[config.mk]
export PLATFORM = sky130hd
export DESIGN_NAME = rotate_share_ctrl
export DESIGN_NICKNAME = d
export VERILOG_FILES = /design/src/rtl/rotate_share_ctrl_pkg.sv /design/src/rtl/left_rotator32.sv /design/src/rtl/rotate_share_ctrl.sv
export SDC_FILE = /design/constraint.sdc
export NUM_CORES = 1
export LEC_CHECK = 0
export ABC_CLOCK_PERIOD_IN_PS = 10500
export CAP_MARGIN = 20
export CELL_PAD_IN_SITES_DETAIL_PLACEMENT = 1
export CELL_PAD_IN_SITES_GLOBAL_PLACEMENT = 1
export CORE_ASPECT_RATIO = 2
export CORE_MARGIN = 5
export CORE_UTILIZATION = 30
export DETAILED_ROUTE_END_ITERATION = 16
export GPL_ROUTABILITY_DRIVEN = 0
export GPL_TIMING_DRIVEN = 0
export PLACE_DENSITY_LB_ADDON = 0.15
export SLEW_MARGIN = 10
export SYNTH_ARGS = -nofsm -noshare
export SYNTH_HDL_FRONTEND = slang
export SYNTH_SLANG_ARGS = --single-unit
[constraint.sdc]
create_clock -name clk -period 10.5 [get_ports clk]
set_clock_uncertainty 0.2 [all_clocks]
set_input_delay 2.1 -clock clk [delete_from_list [all_inputs] [get_ports clk]]
set_output_delay 2.1 -clock clk [all_outputs]
set_load 0.05 [all_outputs]
[src/rtl/rotate_share_ctrl_pkg.sv]
// Shared constants and op-code helpers for the rotate/shift controller.
package rotate_share_ctrl_pkg;

    localparam int DW = 32;
    localparam int AW = 5;

    localparam logic [2:0] OP_ROL = 3'd0;
    localparam logic [2:0] OP_ROR = 3'd1;
    localparam logic [2:0] OP_SLL = 3'd2;
    localparam logic [2:0] OP_SRL = 3'd3;
    localparam logic [2:0] OP_SRA = 3'd4;

    // Right-going ops reuse the left rotator with a negated amount.
    function automatic logic is_right_op(input logic [2:0] op);
        return (op == OP_ROR) || (op == OP_SRL) || (op == OP_SRA);
    endfunction

endpackage

[src/rtl/left_rotator32.sv]
// Combinational 32-bit left barrel rotator: five 2:1 mux stages (1,2,4,8,16).
module left_rotator32
    import rotate_share_ctrl_pkg::*;
(
    input  logic [DW-1:0] a,
    input  logic [AW-1:0] rot,
    output logic [DW-1:0] y
);

    logic [DW-1:0] s0, s1, s2, s3;

    assign s0 = rot[0] ? {a[DW-2:0],  a[DW-1]}         : a;
    assign s1 = rot[1] ? {s0[DW-3:0], s0[DW-1:DW-2]}   : s0;
    assign s2 = rot[2] ? {s1[DW-5:0], s1[DW-1:DW-4]}   : s1;
    assign s3 = rot[3] ? {s2[DW-9:0], s2[DW-1:DW-8]}   : s2;
    assign y  = rot[4] ? {s3[DW-17:0], s3[DW-1:DW-16]} : s3;

endmodule

[src/rtl/rotate_share_ctrl.sv]
// Arbitrates two requesters onto one shared left rotator; shifts and right
// rotates are formed by amount remap plus masking. Result is registered.
module rotate_share_ctrl
    import rotate_share_ctrl_pkg::*;
#(
    parameter int RR_EN = 1,
    parameter int OPW   = 3
) (
    input  logic           clk,
    input  logic           reset,
    input  logic           req0_valid,
    output logic           req0_ready,
    input  logic [DW-1:0]  req0_a,
    input  logic [AW-1:0]  req0_amt,
    input  logic [OPW-1:0] req0_op,
    input  logic           req1_valid,
    output logic           req1_ready,
    input  logic [DW-1:0]  req1_a,
    input  logic [AW-1:0]  req1_amt,
    input  logic [OPW-1:0] req1_op,
    output logic           out_valid,
    input  logic           out_ready,
    output logic [DW-1:0]  out_data,
    output logic           out_id,
    output logic           out_err
);

    logic           ptr;
    logic           can_accept;
    logic           winner;
    logic           grant0;
    logic           grant1;
    logic           accept;
    logic [DW-1:0]  a_sel;
    logic [AW-1:0]  amt_sel;
    logic [OPW-1:0] op_sel;
    logic [2:0]     op3;
    logic [AW-1:0]  rot;
    logic [DW-1:0]  rotated;
    logic [DW-1:0]  result;
    logic           err;

    // Grant depends only on valids, pointer and output occupancy.
    always_comb begin
        can_accept = !out_valid || out_ready;
        winner     = (RR_EN != 0) ? ptr : 1'b0;
        grant0     = req0_valid && (!req1_valid || !winner);
        grant1     = req1_valid && (!req0_valid || winner);
        req0_ready = !reset && can_accept && grant0;
        req1_ready = !reset && can_accept && grant1;
        accept     = req0_ready || req1_ready;
    end

    always_comb begin
        a_sel   = grant1 ? req1_a   : req0_a;
        amt_sel = grant1 ? req1_amt : req0_amt;
        op_sel  = grant1 ? req1_op  : req0_op;
        op3     = 3'(op_sel);
        if (OPW > 3 && (op_sel >> 3) != '0) begin
            op3 = 3'b111;
        end
    end

    always_comb begin
        rot = amt_sel;
        if (is_right_op(op3)) begin
            rot = AW'(0) - amt_sel;
        end
    end

    left_rotator32 u_rot (
        .a   (a_sel),
        .rot (rot),
        .y   (rotated)
    );

    // Shifts mask off the bits that wrapped around; SRA back-fills with sign.
    always_comb begin
        result = a_sel;
        err    = 1'b0;
        case (op3)
            OP_ROL, OP_ROR: result = rotated;
            OP_SLL:         result = rotated & ({DW{1'b1}} << amt_sel);
            OP_SRL:         result = rotated & ({DW{1'b1}} >> amt_sel);
            OP_SRA:         result = (rotated & ({DW{1'b1}} >> amt_sel))
                                   | (~({DW{1'b1}} >> amt_sel) & {DW{a_sel[DW-1]}});
            default: begin
                result = a_sel;
                err    = 1'b1;
            end
        endcase
    end

    always_ff @(posedge clk) begin
        if (reset) begin
            out_valid <= 1'b0;
            out_data  <= '0;
            out_id    <= 1'b0;
            out_err   <= 1'b0;
            ptr       <= 1'b0;
        end else if (accept) begin
            out_valid <= 1'b1;
            out_data  <= result;
            out_id    <= grant1;
            out_err   <= err;
            if (RR_EN != 0) begin
                ptr <= !grant1;
            end
        end else if (out_ready) begin
            out_valid <= 1'b0;
        end
    end

endmodule

==> results list <==
* DR vias: 7187
- Most frequent cell after synthesis: sky130_fd_sc_hd__mux2i_1
- Cell Rows: 73
- At the pin with the least slew margin, the transition time is 1158 ps.
- Number of setup violations in the final report: 0
- Post-DRT Antenna Nets: 0
- Antenna violations before repair: 1
- In this run the power spent charging and discharging nets is 0.5612 mW.
* Clock buffer count from CTS: 5
- Cells after Synth: 775
- Unrepaired setup endpoints after global routing: false
- The net count of the finished layout is 988.
- The H-tree was split into 2 levels.
- Share of flip-flops with an asynchronous set or reset: 0%
- Average detailed-routed wire length per instance: 30.14 um
* Horizontal die dimension: 110.4 um
- Class of the most critical hold timing path: reg2reg
- Run status: complete, no violations
* Clock network power share: 16.9%
- Derived from the worst setup path, the maximum achievable clock frequency is 129.2 MHz.
- In the synthesized netlist the dominant register cell turns out to be sky130_fd_sc_hd__dfxtp_1.
- The first global-routing pass estimated 50.40 mm of wire.
- Post-synth top area share: 19.86%
* Overflow left after global routing: 0
* Share of synthesized cell area in and, or, nand and nor gates: 16.57%
- Parity-gate share of the synthesized area counting xor and xnor cells: 1.366%
- Clock edge transition at the registers on the reported setup and hold paths: 60 ps
- Overall power consumption after layout is estimated at 1.100 mW.
- Worst IR drop on VDD: 0.00006643 V
* Total die area: 23270 um^2
- The cell area that synthesis handed to floorplanning was 6047 um^2.
- The final hold violation count is 0.
- Post-cts gate resize count: 0
- Initial DRC Count: 523
- After Yosys synthesis, full adders, half adders and majority gates account for 0.8276% of the synthesized area.
* Leakage component of the power: 2.920 nW
- In this run the vertical extent of the chip is 210.8 um.
* Unique masters post-synth: 82
* Data required time of the worst path: 8200 ps
- Final-report max-slew violation count: 0
- Max-cap violations in this run came to 0.
- The region available for standard cell placement spans 19910 um^2.
- Number of enable flip-flop cells after synthesis: 0
- In this run the power density over the cells is 142.6 nW/um^2.
- Using the TritonRoute via totals, the vias-per-cell ratio works out to 6.185.
- Crit Path Category: in2out
* Cells along the critical path: clkdlybuf4s50_1 > nand2b_2 > nand2_2 > clkbuf_1 > buf_2 > buf_1 > nor3_1 > clkdlybuf4s50_1
- The share of the Yosys chip area taken by registers is 11.92%.
- Number of global-route vias before repair: 7697
- STA classifies the critical path startpoint as an input pin.
- Top post-synthesis cells by count: 120 x sky130_fd_sc_hd__mux2i_1, 82 x sky130_fd_sc_hd__nand2_1, 64 x sky130_fd_sc_hd__o21ai_0, 55 x sky130_fd_sc_hd__nor2_1, 54 x sky130_fd_sc_hd__a21oi_1
- Maximum root-to-sink buffer count: 2
* Post CTS Setup Buffer Count: 0
- Worst Path Max Fanout: 10
* Routed wire length: 35.02 mm
- Main combinational cell family by area after synthesis: compound AO/OA/AOI/OAI gates
- The repair_antennas step left the layout with diodes totalling 0.
- Count of warnings emitted by yosys: 0
- Crit. End Element: primary output
* Post-route clock period utilization: 73.71%
- Initial core utilization: 30.37%
* Avg Cell Area, Syn: 7.803 um^2
- Post-Route Setup TNS: 0 ps
- Total internal power: 0.5391 mW
- The worst pin sits at a relative slew slack of 22.78%.
- Sw frac: 51.01%
- The number of hold buffers added after CTS was 0.
* CTS tree: yes
* Dominant cells by area after synthesis: sky130_fd_sc_hd__mux2i_1 20%, sky130_fd_sc_hd__dfxtp_1 12%, sky130_fd_sc_hd__mux2_2 6.5%, sky130_fd_sc_hd__o21ai_0 5.3%, sky130_fd_sc_hd__nand2_1 5.1%
- On the worst path, the slowest cell contributes a delay of 740 ps.
- The slowest stage of the critical path belongs to the cell sky130_fd_sc_hd__clkdlybuf4s50_1.
* Crit path time final: 7740 ps
- Cell at the root of the clock tree: sky130_fd_sc_hd__clkbuf_16
* Cell type contributing the most total cell area after synthesis: sky130_fd_sc_hd__mux2i_1
- The pre-antenna-repair detailed-routing pass consisted of 5 iterations.
- Synth-to-Final Area Change: 27.56%
* Share of power burned in combinational logic: 68.3%
- Largest net degree at the start of global routing: 13
- For this run, design rule violations remaining after detail routing come to 0.
- Multiplexer area fraction after synthesis: 31.68%
* Overall routing resource usage: 29.97%
- Total nets after synthesis: 864
* Layout cell share with drive strength beyond 1: 13.89%
- Number of sinks handled by clock tree synthesis: 36
- Data arrival, critical path: 5440 ps
- Once detailed placement completed, the half-perimeter wirelength came to 28.96 mm.
* Port Buffer Count: 117
- Summing the areas of all compound-gate instances in the mapped netlist gives 31.97% of the synthesized area.
- Clk Latency, worst-skew pair: 310 ps
- Library cell appearing most often on the critical path: sky130_fd_sc_hd__clkdlybuf4s50_1
- Share of power burned in registers: 14.9%
- Ports placed on the boundary: 122
- Counting flops and latches in the post-synthesis netlist gives 36.
[per-layer routing]
metal  track usage, %  routed length (um)  vias up
met4            19.64                2682        0
met3            5.231                1822      136
met1            29.37               11770     3513
met5                0                   0        -
li1                 -                   -     3249
met2            55.52               18750      289
[registers in the layout (all words and copies together) (netlist names)]
| name | count |
|---|---|
| out_data | 32 |
| out_err | 1 |
| out_id | 1 |
| out_valid | 1 |
| ptr | 1 |
[worst max-delay path: cells and delay by family]
family                 cells  cell delay, ps
buffers and inverters      5            2770
AND/OR/NAND/NOR            3             570
[worst paths after layout]
kind	from	end	slack, ps	cells after the start
worst max-delay path	req0_valid	req1_ready	2760	8
worst min-delay path	out_err	out_err	260	2
worst max register to register	ptr	out_data[24]	5660	16
worst min register to register	out_err	out_err	260	2
[logic make-up (layout without fill, tap and decap cells)]
| family | Yosys count | in the layout |
|---|---|---|
| flip-flops | 36 | 36 |
| XOR/XNOR | 3 | 3 |
| adder cells (fa/ha/maj) | 4 | 4 |
| buffers and inverters | 68 | 193 |
| AND/OR/NAND/NOR | 207 | 207 |
| multiplexers | 174 | 174 |
| AO/OA/AOI/OAI | 283 | 283 |
[power by group through the flow]
stage | logic (mW) | clock network (mW) | registers [mW]
3_3_place_gp | 0.730 | 0 | 0.167
6_report | 0.751 | 0.186 | 0.163
4_1_cts | 0.733 | 0.186 | 0.164
5_1_grt | 0.786 | 0.191 | 0.165
2_1_floorplan | 0.425 | 0 | 0.218
3_5_place_dp | 0.729 | 0 | 0.167
[final cells by class]
cell class,count,area [um^2]
plain buffers,62,320.3
clock buffers,5,125.1
clock inverters,3,42.54
fillers,2505,12200
inverters,6,22.52
multi-input cells,671,4984
flip-flops and latches,36,720.7
well taps,262,327.8
repair buffers,117,1171
[stage by stage]
| stage | area [um^2] | hold slack (ps) | util, % | setup WS [ps] | std cells |
|---|---|---|---|---|---|
| floorplan | 6047 | 304.6 | - | 4009 | 775 |
| global placement | 7546 | 246.9 | 37.90 | 2798 | 1154 |
| detailed placement | 7546 | 250.5 | 37.90 | 2756 | 1154 |
| CTS | 7714 | 258.9 | 38.74 | 2753 | 1162 |
| global route | 7714 | 302.0 | 38.74 | 2688 | 1162 |
| finish | 7714 | 256.4 | 38.74 | 2760 | 1162 |
[placed cells by master (no fill, tap or decap), types with 5 or more instances in the layout]
cell type	synthesis	layout
sky130_fd_sc_hd__mux2i_1	120	120
sky130_fd_sc_hd__clkdlybuf4s50_1	0	117
sky130_fd_sc_hd__nand2_1	82	82
sky130_fd_sc_hd__o21ai_0	64	64
sky130_fd_sc_hd__nor2_1	55	55
sky130_fd_sc_hd__a21oi_1	54	54
sky130_fd_sc_hd__dfxtp_1	36	36
sky130_fd_sc_hd__mux2_2	35	35
sky130_fd_sc_hd__buf_2	25	25
sky130_fd_sc_hd__clkbuf_1	23	23
sky130_fd_sc_hd__o22ai_1	22	22
sky130_fd_sc_hd__nand4_1	15	15
sky130_fd_sc_hd__a211oi_1	14	14
sky130_fd_sc_hd__o21ai_1	13	13
sky130_fd_sc_hd__a22oi_1	11	11
sky130_fd_sc_hd__a311oi_1	10	10
sky130_fd_sc_hd__nor3_1	9	9
sky130_fd_sc_hd__a32oi_1	9	9
sky130_fd_sc_hd__a221oi_1	9	9
sky130_fd_sc_hd__o21a_1	9	9
sky130_fd_sc_hd__nand3_1	8	8
sky130_fd_sc_hd__a31oi_1	8	8
sky130_fd_sc_hd__mux2_4	7	7
sky130_fd_sc_hd__a22o_1	7	7
sky130_fd_sc_hd__nand2b_1	6	6
sky130_fd_sc_hd__o221ai_1	6	6
sky130_fd_sc_hd__buf_4	5	5
sky130_fd_sc_hd__buf_6	5	5
sky130_fd_sc_hd__mux2i_2	5	5
sky130_fd_sc_hd__o22a_1	5	5
sky130_fd_sc_hd__nor4_1	5	5
sky130_fd_sc_hd__clkbuf_16	0	5
Power figures use the tool's default switching activity.
